<file path="config.mk">
export PLATFORM = sky130hd
export DESIGN_NAME = pht_update_ctrl_flat
export DESIGN_NICKNAME = d
export VERILOG_FILES = /design/src/rtl/pht_update_ctrl_pkg.sv /design/src/rtl/pht_update_ctrl_if.sv /design/src/rtl/pht_upd_fifo.sv /design/src/rtl/pht_update_ctrl.sv /design/src/flat_wrapper.sv
export SDC_FILE = /design/constraint.sdc
export NUM_CORES = 1
export LEC_CHECK = 0
export ABC_AREA = 1
export CORE_AREA = 3 3 250 252
export DETAILED_ROUTE_END_ITERATION = 12
export DIE_AREA = 0 0 253 255
export PLACE_DENSITY = 0.67
export SETUP_SLACK_MARGIN = 0.15
export SYNTH_ARGS = -nofsm -noshare
export SYNTH_HDL_FRONTEND = slang
export SYNTH_SLANG_ARGS = --single-unit
</file>
<file path="constraint.sdc">
create_clock -name clock -period 7.6 [get_ports clock]
set_input_delay 1.52 -clock clock [delete_from_list [all_inputs] [get_ports clock]]
set_output_delay 1.52 -clock clock [all_outputs]
set_load 0.05 [all_outputs]
</file>
<file path="src/rtl/pht_update_ctrl_pkg.sv">
// Shared types for the PHT retire-update controller: FIFO entry layout and control FSM states.
package pht_update_ctrl_pkg;

    localparam int unsigned PhtRow = 512;

    typedef struct packed {
        logic [63:0] pc;
        logic        taken;
    } pht_upd_entry_t;

    typedef enum logic [1:0] {
        StRun,
        StDrain,
        StDone
    } pht_ctrl_state_e;

endpackage

</file>
<file path="src/rtl/pht_update_ctrl_if.sv">
// Retire-side intake, drain control and PHT update port of the PHT update controller.
interface pht_update_ctrl_if #(
    parameter int unsigned QueueDepth = 8,
    parameter int unsigned RtWidth    = 2
);
    localparam int unsigned CntW = $clog2(QueueDepth + 1);

    logic [RtWidth-1:0]        rt_valid;
    logic [RtWidth-1:0][63:0]  rt_pc;
    logic [RtWidth-1:0]        rt_taken;
    logic                      rt_ready;
    logic                      hold;
    logic                      drain_req;
    logic                      drained;
    logic                      pht_enable;
    logic                      pht_rt_branch;
    logic [63:0]               pht_rt_pc;
    logic                      pht_rt_taken;
    logic [CntW-1:0]           occupancy;
    logic                      ovf_err;

    modport master (
        output rt_valid, rt_pc, rt_taken, hold, drain_req,
        input  rt_ready, drained, pht_enable, pht_rt_branch, pht_rt_pc, pht_rt_taken,
        input  occupancy, ovf_err
    );

    modport slave (
        input  rt_valid, rt_pc, rt_taken, hold, drain_req,
        output rt_ready, drained, pht_enable, pht_rt_branch, pht_rt_pc, pht_rt_taken,
        output occupancy, ovf_err
    );
endinterface

</file>
<file path="src/rtl/pht_upd_fifo.sv">
// Multi-write, single-read circular buffer; valid write slots are packed in slot order at tail.
module pht_upd_fifo
    import pht_update_ctrl_pkg::*;
#(
    parameter int unsigned Depth   = 8,
    parameter int unsigned WrWidth = 2
) (
    input  logic                           clock,
    input  logic                           reset,
    input  logic [WrWidth-1:0]             wr_en,
    input  pht_upd_entry_t [WrWidth-1:0]   wr_data,
    input  logic                           rd_en,
    output pht_upd_entry_t                 rd_data,
    output logic [$clog2(Depth+1)-1:0]     count
);
    localparam int unsigned PtrW = $clog2(Depth);
    localparam int unsigned CntW = $clog2(Depth + 1);

    pht_upd_entry_t   mem_q [Depth];
    logic [PtrW-1:0]  head_q, tail_q;
    logic [CntW-1:0]  count_q;
    logic [PtrW-1:0]  wr_idx [WrWidth];
    logic [CntW-1:0]  enq_n;
    logic             deq;

    // Each valid slot lands after the valid slots before it, so gaps in wr_en are squeezed out.
    always_comb begin
        enq_n = '0;
        for (int i = 0; i < int'(WrWidth); i++) begin
            wr_idx[i] = tail_q + PtrW'(enq_n);
            enq_n     = enq_n + CntW'(wr_en[i]);
        end
    end

    assign deq = rd_en && (count_q != '0);

    always_ff @(posedge clock) begin
        if (reset) begin
            head_q  <= '0;
            tail_q  <= '0;
            count_q <= '0;
        end else begin
            head_q  <= head_q + PtrW'(deq);
            tail_q  <= tail_q + PtrW'(enq_n);
            count_q <= count_q + enq_n - CntW'(deq);
        end
    end

    always_ff @(posedge clock) begin
        for (int i = 0; i < int'(WrWidth); i++) begin
            if (wr_en[i]) mem_q[wr_idx[i]] <= wr_data[i];
        end
    end

    assign rd_data = (count_q != '0) ? mem_q[head_q] : '0;
    assign count   = count_q;
endmodule

</file>
<file path="src/rtl/pht_update_ctrl.sv">
// Buffers up to two retire outcomes per cycle and drains one update per cycle onto the PHT port.
module pht_update_ctrl
    import pht_update_ctrl_pkg::*;
#(
    parameter int unsigned QueueDepth = 8,
    parameter int unsigned RtWidth    = 2
) (
    input logic               clock,
    input logic               reset,
    pht_update_ctrl_if.slave  bus
);
    localparam int unsigned CntW = $clog2(QueueDepth + 1);

    pht_ctrl_state_e                state_q, state_d;
    logic [CntW-1:0]                count;
    logic                           rt_ready;
    logic [RtWidth-1:0]             wr_en;
    pht_upd_entry_t [RtWidth-1:0]   wr_data;
    pht_upd_entry_t                 head;
    logic                           deq;
    logic                           ovf_q;

    // Ready looks only at registered count; a same-cycle dequeue is not credited.
    assign rt_ready = (state_q == StRun) && (count <= CntW'(QueueDepth - 2));
    assign wr_en    = bus.rt_valid & {RtWidth{rt_ready}};
    assign deq      = (count != '0) && !bus.hold && !reset;

    always_comb begin
        for (int i = 0; i < int'(RtWidth); i++) begin
            wr_data[i] = '{pc: bus.rt_pc[i], taken: bus.rt_taken[i]};
        end
    end

    pht_upd_fifo #(
        .Depth   (QueueDepth),
        .WrWidth (RtWidth)
    ) u_fifo (
        .clock   (clock),
        .reset   (reset),
        .wr_en   (wr_en),
        .wr_data (wr_data),
        .rd_en   (deq),
        .rd_data (head),
        .count   (count)
    );

    always_ff @(posedge clock) begin
        if (reset) begin
            state_q <= StRun;
            ovf_q   <= 1'b0;
        end else begin
            state_q <= state_d;
            if ((|bus.rt_valid) && !rt_ready) ovf_q <= 1'b1;
        end
    end

    always_comb begin
        state_d = state_q;
        unique case (state_q)
            StRun:   if (bus.drain_req) state_d = StDrain;
            StDrain: begin
                if (!bus.drain_req)    state_d = StRun;
                else if (count == '0)  state_d = StDone;
            end
            StDone:  if (!bus.drain_req) state_d = StRun;
            default: state_d = StRun;
        endcase
    end

    assign bus.rt_ready      = rt_ready;
    assign bus.drained       = (state_q == StDone);
    assign bus.pht_enable    = !bus.hold;
    assign bus.pht_rt_branch = deq;
    assign bus.pht_rt_pc     = head.pc;
    assign bus.pht_rt_taken  = head.taken;
    assign bus.occupancy     = count;
    assign bus.ovf_err       = ovf_q;
endmodule

</file>
<file path="src/flat_wrapper.sv">
// flat-port wrapper written by rule: the top's interface ports become plain ports
module pht_update_ctrl_flat import pht_update_ctrl_pkg::*;
#(
    parameter int unsigned QueueDepth = 8,
    parameter int unsigned RtWidth    = 2
)
  (clock, reset, bus_rt_valid, bus_rt_pc, bus_rt_taken, bus_hold, bus_drain_req, bus_rt_ready, bus_drained, bus_pht_enable, bus_pht_rt_branch, bus_pht_rt_pc, bus_pht_rt_taken, bus_occupancy, bus_ovf_err);
  pht_update_ctrl_if #(.QueueDepth(QueueDepth), .RtWidth(RtWidth)) bus_i ();
  input logic clock;
  input logic reset;
  input wire logic [$bits(bus_i.rt_valid)-1:0] bus_rt_valid;
  input wire logic [$bits(bus_i.rt_pc)-1:0] bus_rt_pc;
  input wire logic [$bits(bus_i.rt_taken)-1:0] bus_rt_taken;
  input wire logic [$bits(bus_i.hold)-1:0] bus_hold;
  input wire logic [$bits(bus_i.drain_req)-1:0] bus_drain_req;
  output wire logic [$bits(bus_i.rt_ready)-1:0] bus_rt_ready;
  output wire logic [$bits(bus_i.drained)-1:0] bus_drained;
  output wire logic [$bits(bus_i.pht_enable)-1:0] bus_pht_enable;
  output wire logic [$bits(bus_i.pht_rt_branch)-1:0] bus_pht_rt_branch;
  output wire logic [$bits(bus_i.pht_rt_pc)-1:0] bus_pht_rt_pc;
  output wire logic [$bits(bus_i.pht_rt_taken)-1:0] bus_pht_rt_taken;
  output wire logic [$bits(bus_i.occupancy)-1:0] bus_occupancy;
  output wire logic [$bits(bus_i.ovf_err)-1:0] bus_ovf_err;
  assign bus_i.rt_valid = bus_rt_valid;
  assign bus_i.rt_pc = bus_rt_pc;
  assign bus_i.rt_taken = bus_rt_taken;
  assign bus_i.hold = bus_hold;
  assign bus_i.drain_req = bus_drain_req;
  assign bus_rt_ready = bus_i.rt_ready;
  assign bus_drained = bus_i.drained;
  assign bus_pht_enable = bus_i.pht_enable;
  assign bus_pht_rt_branch = bus_i.pht_rt_branch;
  assign bus_pht_rt_pc = bus_i.pht_rt_pc;
  assign bus_pht_rt_taken = bus_i.pht_rt_taken;
  assign bus_occupancy = bus_i.occupancy;
  assign bus_ovf_err = bus_i.ovf_err;
  pht_update_ctrl #(.QueueDepth(QueueDepth), .RtWidth(RtWidth)) u_core (.clock(clock), .reset(reset), .bus(bus_i));
endmodule
</file>
==> impl_metrics.csv, run 1 <==
group,metric,value,unit
setup_path,crit_buf_inv,3,
sta,tightest_slew,1.24,ns
synth,synth-simple-area-share,34.5,%
status,status,"finished, final reports clean",
power,swShare,43.1,%
synth,syn_nets,4018,
sta,final-max-slew-violation-count,0,
setup_path,cpPeakStageDelay,0.88,ns
synth,synthMuxAreaShare,0,%
setup_path,crit_chain,"inv_8, buf_12, nand2_1, nand2_1, nand2_1, nand3_1, nand2_1, nor2_1, clkdlybuf4s50_1",
setup_path,crit_top_cell,"nand2_1",
synth,ys_warn_count,0,
sta,post-route-min-period,5.54,ns
die,std_cell_rows,90,
global_routing,track_usage,28.5,%
cts,clkLatencyLatePin,0.62,ns
setup_path,critPathCaptureType,"output pin",
setup_path,reg2reg_depth,13,
cts,cts_tree,"yes",
synth,synth_largest_area_cell,"edfxtp_1",
cts,clk_pin_slew,0.06,ns
worst_hold_path,hold_depth,2,
synth,synth_seq_cells,533,
worst_hold_path,min_to,"u_core.bus.ovf_err$_SDFFE_PP0P_",
final_layout,final_common_cell,"nand2_1",
setup_path,cp.arrival,4.02,ns
sta,slew_headroom,17.5,%
power,power_frac_comb,42.0,%
power,power_leakage,14.6,nW
cts,postCtsSetupRepairBufs,0,
final_layout,drive_above_1_share,3.63,%
routing,routed_wirelength,93900,um
cts,cts_hold_buf,0,
die,ios,210,
cts,cts-root-buf,"clkbuf_16",
power,pwr-share-clk,23.6,%
global_routing,grt_pass1_wl,144000,um
power,power_frac_seq,34.4,%
placed_design,hpwl,49100,um
sta,rsz0062_at_grt,"false",
die,die_y,255,um
global_routing,grt_overflow,0,
worst_hold_path,hp-start,"u_core.bus.ovf_err$_SDFFE_PP0P_",
final_layout,n_antenna_cell,0,
final_layout,layout.nets,3908,
sta,setup_viol,0,
routing,ant_nets,0,
routing,drt_iter0_drc,2645,
sta,skew,0.0141,ns
final_layout,num-fill-cells,5446,
setup_path,rrSetupSlack,3.12,ns
cts,ctsResizeCount,0,
routing,vias,26178,
power,p_per_area,348,nW/um2
setup_path,startpoint_type,"flip-flop",
setup_path,path_max_fanout,130,
final_layout,area_delta_synth_final,10.9,%
setup_path,worstSetupPathType,"flip-flop to output pin",
routing,first_pass_iters,6,
synth,synth_adder_area_share,0.673,%
routing,avgRoutedWirePerCell,20.5,um
sta,min_period_over_period,72.9,%
synth,synth-xor-area-share,0.0872,%
synth,synth_top_family_by_area,"simple AND/OR/NAND/NOR gates",
setup_path,path_delay_family,"buffers and inverters",
synth,syn_inst,3867,
synth,synth_seq_area_share,52.7,%
die,start_util,49.9,%
die,core_area,60400,um2
placed_design,gp_congestion,0.797,
final_layout,final-seq-area,15900,um2
placed_design,io_buffers,209,
global_routing,antenna_found_initial,1,
setup_path,r2r-start,"u_core.u_fifo.count[3]$_SDFF_PP0_",
setup_path,reg2reg_to,"u_core.u_fifo.mem_q[3][63]$_DFFE_PP_",
power,internal_power,6.62,mW
worst_hold_path,min-delay-path-class,"flip-flop to flip-flop",
power,switching_power,5.01,mW
sta,final.setup.tns,0,ns
routing,drc,0,
global_routing,grt_max_degree,215,
synth,synth_compound_area_share,3.33,%
cts,cts.sinks,533,
die,die_area,64500,um2
setup_path,cp.required,6.08,ns
final_layout,layout_common_cells,"1,505 x nand2_1, 665 x nand3_1, 520 x edfxtp_1, 344 x nor2_1, 209 x clkdlybuf4s50_1",
sta,fmax,181,MHz
routing,viasPerCell,5.71,
synth,synth_area_leaders,"edfxtp_1 52%, nand2_1 19%, nand3_1 11%, nor2_1 4.4%, buf_2 4.3%",
synth,syn_area_per_cell,7.79,um2
power,vdd_ir_drop_max,0.000535,V
synth,ys_types,24,
global_routing,grt_pass1_vias,25046,
synth,synth_area,30100,um2
synth,yosys.area.top_type_share,51.8,%
run,maxCapViolations,0,
setup_path,critical-path-slowest-cell,"clkdlybuf4s50_1",
final_layout,multi_input_area,11800,um2
cts,cts_max_level,2,
cts,cts_buffers,56,
sta,hold_violations,0,
die,die_w,253,um
power,power.total,11.6,mW
cts,clk_path_buf_depth,3,
==> cells in the mapped netlist (all sizes together) <==
cell	instances
nand4	1
fa	2
a22oi	1
nor2	353
nand3	666
nor3	2
nand2	1522
clkbuf	98
o21ai	196
xnor2	2
inv	164
edfxtp	520
dfxtp	13
a21oi	3
xor2	1
buf	310
ha	13
==> worst min-delay path, delay by kind of cell, from the launching register on <==
kind,cells,cell delay [ns]
flip-flops,1,0.31
buffers and inverters,1,0.05
AO/OA/AOI/OAI,1,0.05
==> layout make-up <==
type | instances | share of cell area, %
Timing Repair Buffer | 240 | 7.07
Clock inverter | 29 | 0.790
Multi-Input combinational cell | 2762 | 35.4
Clock buffer | 75 | 4.47
Tap cell | 782 | 2.93
Sequential cell | 533 | 47.5
Inverter | 164 | 1.87
==> through the flow <==
| step | hold WS [ns] | instances | instance area, um2 | setup slack [ns] | util, % |
|---|---|---|---|---|---|
| 2_1_floorplan | 0.504 | 3867 | 30100 | 2.83 | - |
| 6_report | 0.452 | 4585 | 33400 | 2.06 | 55.4 |
| 3_5_place_dp | 0.444 | 4481 | 31700 | 1.92 | 52.5 |
| 5_1_grt | 0.483 | 4585 | 33400 | 1.83 | 55.4 |
| 3_3_place_gp | 0.441 | 4481 | 31700 | 1.95 | 52.5 |
| 4_1_cts | 0.453 | 4585 | 33400 | 2.04 | 55.4 |
==> sequential cells by signal (all words and copies together), names as in the netlist <==
name,flops
u_core.bus.ovf_err,1
u_core.state_q,2
u_core.u_fifo.count,4
u_core.u_fifo.head_q,3
u_core.u_fifo.mem_q,520
u_core.u_fifo.tail_q,3
==> layer usage <==
layer,global-route usage [%],vias to the layer above,share of wire [%]
met5,0,-,0.012
met1,37.7,12452,40
li1,-,12296,-
met3,3.86,177,8.6
met4,9.49,2,2.6
met2,48.8,1251,48
==> how the worst max path moves through the flow <==
stage,cells after the start,endpoint,start
finish,9,bus_pht_rt_pc[1],u_core.u_fifo.head_q[0]$_SDFF_PP0_
global route,9,bus_pht_rt_pc[41],u_core.u_fifo.head_q[0]$_SDFF_PP0_
CTS,9,bus_pht_rt_pc[1],u_core.u_fifo.head_q[0]$_SDFF_PP0_
detailed placement,11,u_core.u_fifo.mem_q[2][32]$_DFFE_PP_,bus_rt_valid[0]
global placement,11,u_core.u_fifo.mem_q[2][28]$_DFFE_PP_,bus_rt_valid[0]
floorplan,10,u_core.u_fifo.mem_q[5][0]$_DFFE_PP_,bus_rt_valid[0]
==> logic make-up (layout without fill, tap and decap cells) <==
kind of cell / Yosys count / after routing
AND/OR/NAND/NOR: 2544 / 2544
buffers and inverters: 572 / 508
flip-flops: 533 / 533
AO/OA/AOI/OAI: 200 / 200
adder cells (fa/ha/maj): 15 / 15
XOR/XNOR: 3 / 3
==> power groups by stage <==
stage	Clock, mW	Combinational, mW	Sequential, mW
after global placement	0	4.83	4.05
after global routing	2.85	5.24	4.03
after floorplan	0	3.26	4.05
final	2.74	4.89	4.00
after CTS	2.75	4.88	4.00
after detailed placement	0	4.86	4.06
Note: power is estimated with default switching activity, not from simulation.
==> run 2: changes to the inputs <==
--- a/config.mk
+++ b/config.mk
@@ -9,7 +9,7 @@
 export CORE_AREA = 3 3 250 252
 export DETAILED_ROUTE_END_ITERATION = 12
 export DIE_AREA = 0 0 253 255
-export PLACE_DENSITY = 0.67
+export PLACE_DENSITY = 0.7
 export SETUP_SLACK_MARGIN = 0.15
 export SYNTH_ARGS = -nofsm -noshare
 export SYNTH_HDL_FRONTEND = slang
==> constraint.sdc (replaced) <==
create_clock -name clock -period 4.61 [get_ports clock]
set_input_delay 0.922 -clock clock [delete_from_list [all_inputs] [get_ports clock]]
set_output_delay 0.922 -clock clock [all_outputs]
set_load 0.05 [all_outputs]
==> impl_metrics.csv, run 2 (synthesis gave the netlist of run 1 again) <==
group,metric,value,unit
setup_path,path_delay_family,"buffers and inverters",
setup_path,worstSetupPathType,"flip-flop to output pin",
cts,cts_tree,"yes",
sta,skew,0.0365,ns
setup_path,crit_chain,"buf_4, o21ai_0, o21ai_0, nor2_1, nor2_1, clkdlybuf4s50_1",
die,die_area,64500,um2
sta,final.setup.tns,0,ns
sta,tightest_slew,1.11,ns
power,p_per_area,572,nW/um2
final_layout,area_delta_synth_final,12.8,%
sta,post-route-min-period,4.30,ns
routing,drc,0,
global_routing,track_usage,28.3,%
final_layout,final-seq-area,15900,um2
die,ios,210,
die,std_cell_rows,90,
routing,avgRoutedWirePerCell,20.0,um
worst_hold_path,min-delay-path-class,"flip-flop to flip-flop",
setup_path,cp.arrival,3.38,ns
cts,cts.sinks,533,
routing,vias,26453,
cts,clk_pin_slew,0.06,ns
sta,min_period_over_period,93.2,%
power,vdd_ir_drop_max,0.000543,V
global_routing,grt_pass1_wl,143000,um
cts,cts_hold_buf,0,
final_layout,multi_input_area,11800,um2
routing,viasPerCell,5.71,
routing,routed_wirelength,92800,um
global_routing,grt_max_degree,243,
setup_path,critical-path-slowest-cell,"clkdlybuf4s50_1",
final_layout,postLayoutCellArea,34000,um2
setup_path,critPathCaptureType,"output pin",
cts,cts_max_level,2,
die,start_util,49.9,%
sta,rsz0062_at_grt,"false",
sta,fmax,233,MHz
placed_design,place_area,32200,um2
die,die_y,255,um
routing,ant_nets,0,
die,die_w,253,um
final_layout,final_common_cell,"nand2_1",
cts,cts-root-buf,"clkbuf_16",
global_routing,antenna_found_initial,6,
placed_design,gp_congestion,0.816,
sta,slew_headroom,25.9,%
power,power_leakage,14.9,nW
final_layout,num-fill-cells,5440,
final_layout,drive_above_1_share,4.76,%
setup_path,rrSetupSlack,1.24,ns
setup_path,crit_buf_inv,2,
die,core_area,60400,um2
status,status,"finished, final reports clean",
cts,cts_buffers,59,
final_layout,layout.nets,3949,
sta,final-max-slew-violation-count,0,
global_routing,grt_overflow,0,
final_layout,layout_common_cells,"1,505 x nand2_1, 665 x nand3_1, 520 x edfxtp_1, 344 x nor2_1, 209 x clkdlybuf4s50_1",
sta,timing.hold.ws,0.474,ns
sta,setup_viol,0,
placed_design,hpwl,49600,um
global_routing,grt_pass1_vias,25312,
setup_path,startpoint_type,"flip-flop",
setup_path,path_max_fanout,36,
run,maxCapViolations,0,
final_layout,largest_reg_flops,520,
routing,first_pass_iters,6,
placed_design,io_buffers,209,
setup_path,cpPeakStageDelay,0.89,ns
setup_path,cp.required,3.69,ns
cts,clkLatencyLatePin,0.64,ns
routing,drt_iter0_drc,3208,
sta,hold_violations,0,
cts,clk_path_buf_depth,3,
[run 2: cell count changes in the layout (fill, tap and decap cells not counted), sizes merged]
cell / before / now
buf: 31 / 69
clkinv: 21 / 34
clkbuf: 75 / 71
diode: 0 / 4
inv: 166 / 164
bufinv: 5 / 4
clkinvlp: 1 / 0
[run 2: where the power goes]
| group | internal [mW] | switching [mW] | leakage (nW) |
|---|---|---|---|
| Sequential | 6.35 | 0.183 | 4.84 |
| Combinational | 2.17 | 6.19 | 9.11 |
| Clock | 2.59 | 1.97 | 0.903 |
| Total | 11.1 | 8.34 | 14.9 |
[run 2: worst paths after layout]
check | from | to | cells after the start
max | u_core.u_fifo.head_q[1]$_SDFF_PP0_ | bus_pht_rt_taken | 6
min | u_core.bus.ovf_err$_SDFFE_PP0P_ | u_core.bus.ovf_err$_SDFFE_PP0P_ | 2
min reg2reg | u_core.bus.ovf_err$_SDFFE_PP0P_ | u_core.bus.ovf_err$_SDFFE_PP0P_ | 2
max reg2reg | u_core.u_fifo.count[3]$_SDFF_PP0_ | u_core.u_fifo.mem_q[0][60]$_DFFE_PP_ | 13
[run 2: cell type report]
type                            count  area share (%)
Timing Repair Buffer              278            8.41
Inverter                          164            1.85
Clock inverter                     38           0.831
Tap cell                          782            2.88
Sequential cell                   533            46.7
Antenna cell                        4          0.0294
Clock buffer                       71            4.54
Multi-Input combinational cell   2762            34.8
[run 2: worst reg2reg max path, cell delays in order (launching register included)]
cell and delay, ns:
dfxtp_1 0.36, inv_1 0.07, ha_1 0.19, nand3_1 0.09, nand3_2 0.13, nor2_1 0.30, ha_1 0.22, ha_1 0.25
inv_1 0.09, nand3_1 0.19, nor2_4 0.17, buf_4 0.81, nand3_1 0.26, nand2_1 0.12
[run 2: routing by layer]
layer | share of wire [%] | vias up | GRT usage, %
met5 | 0.033 | - | 0
met4 | 3.1 | 4 | 11.1
met3 | 9.8 | 199 | 3.88
met2 | 48 | 1478 | 47.7
met1 | 39 | 12390 | 37.4
li1 | - | 12382 | -
[run 2: repair_timing]
| item | in CTS | in global routing |
|---|---|---|
| endpoints found under the hold margin | 0 | 0 |
| endpoints found under the setup margin | 1 | 3 |
| buffers inserted | 1 | 0 |
| resized for setup | 0 | 1 |
[run 2: metrics by stage]
stage	setup slack, ns	cells	power [mW]	utilization, %
5_1_grt	0.153	4632	20.3	56.3
4_1_cts	0.202	4628	19.5	56.3
3_3_place_gp	0.723	4518	14.8	53.3
6_report	0.312	4632	19.4	56.3
2_1_floorplan	0.197	3867	12.1	-
3_5_place_dp	0.680	4518	14.9	53.3
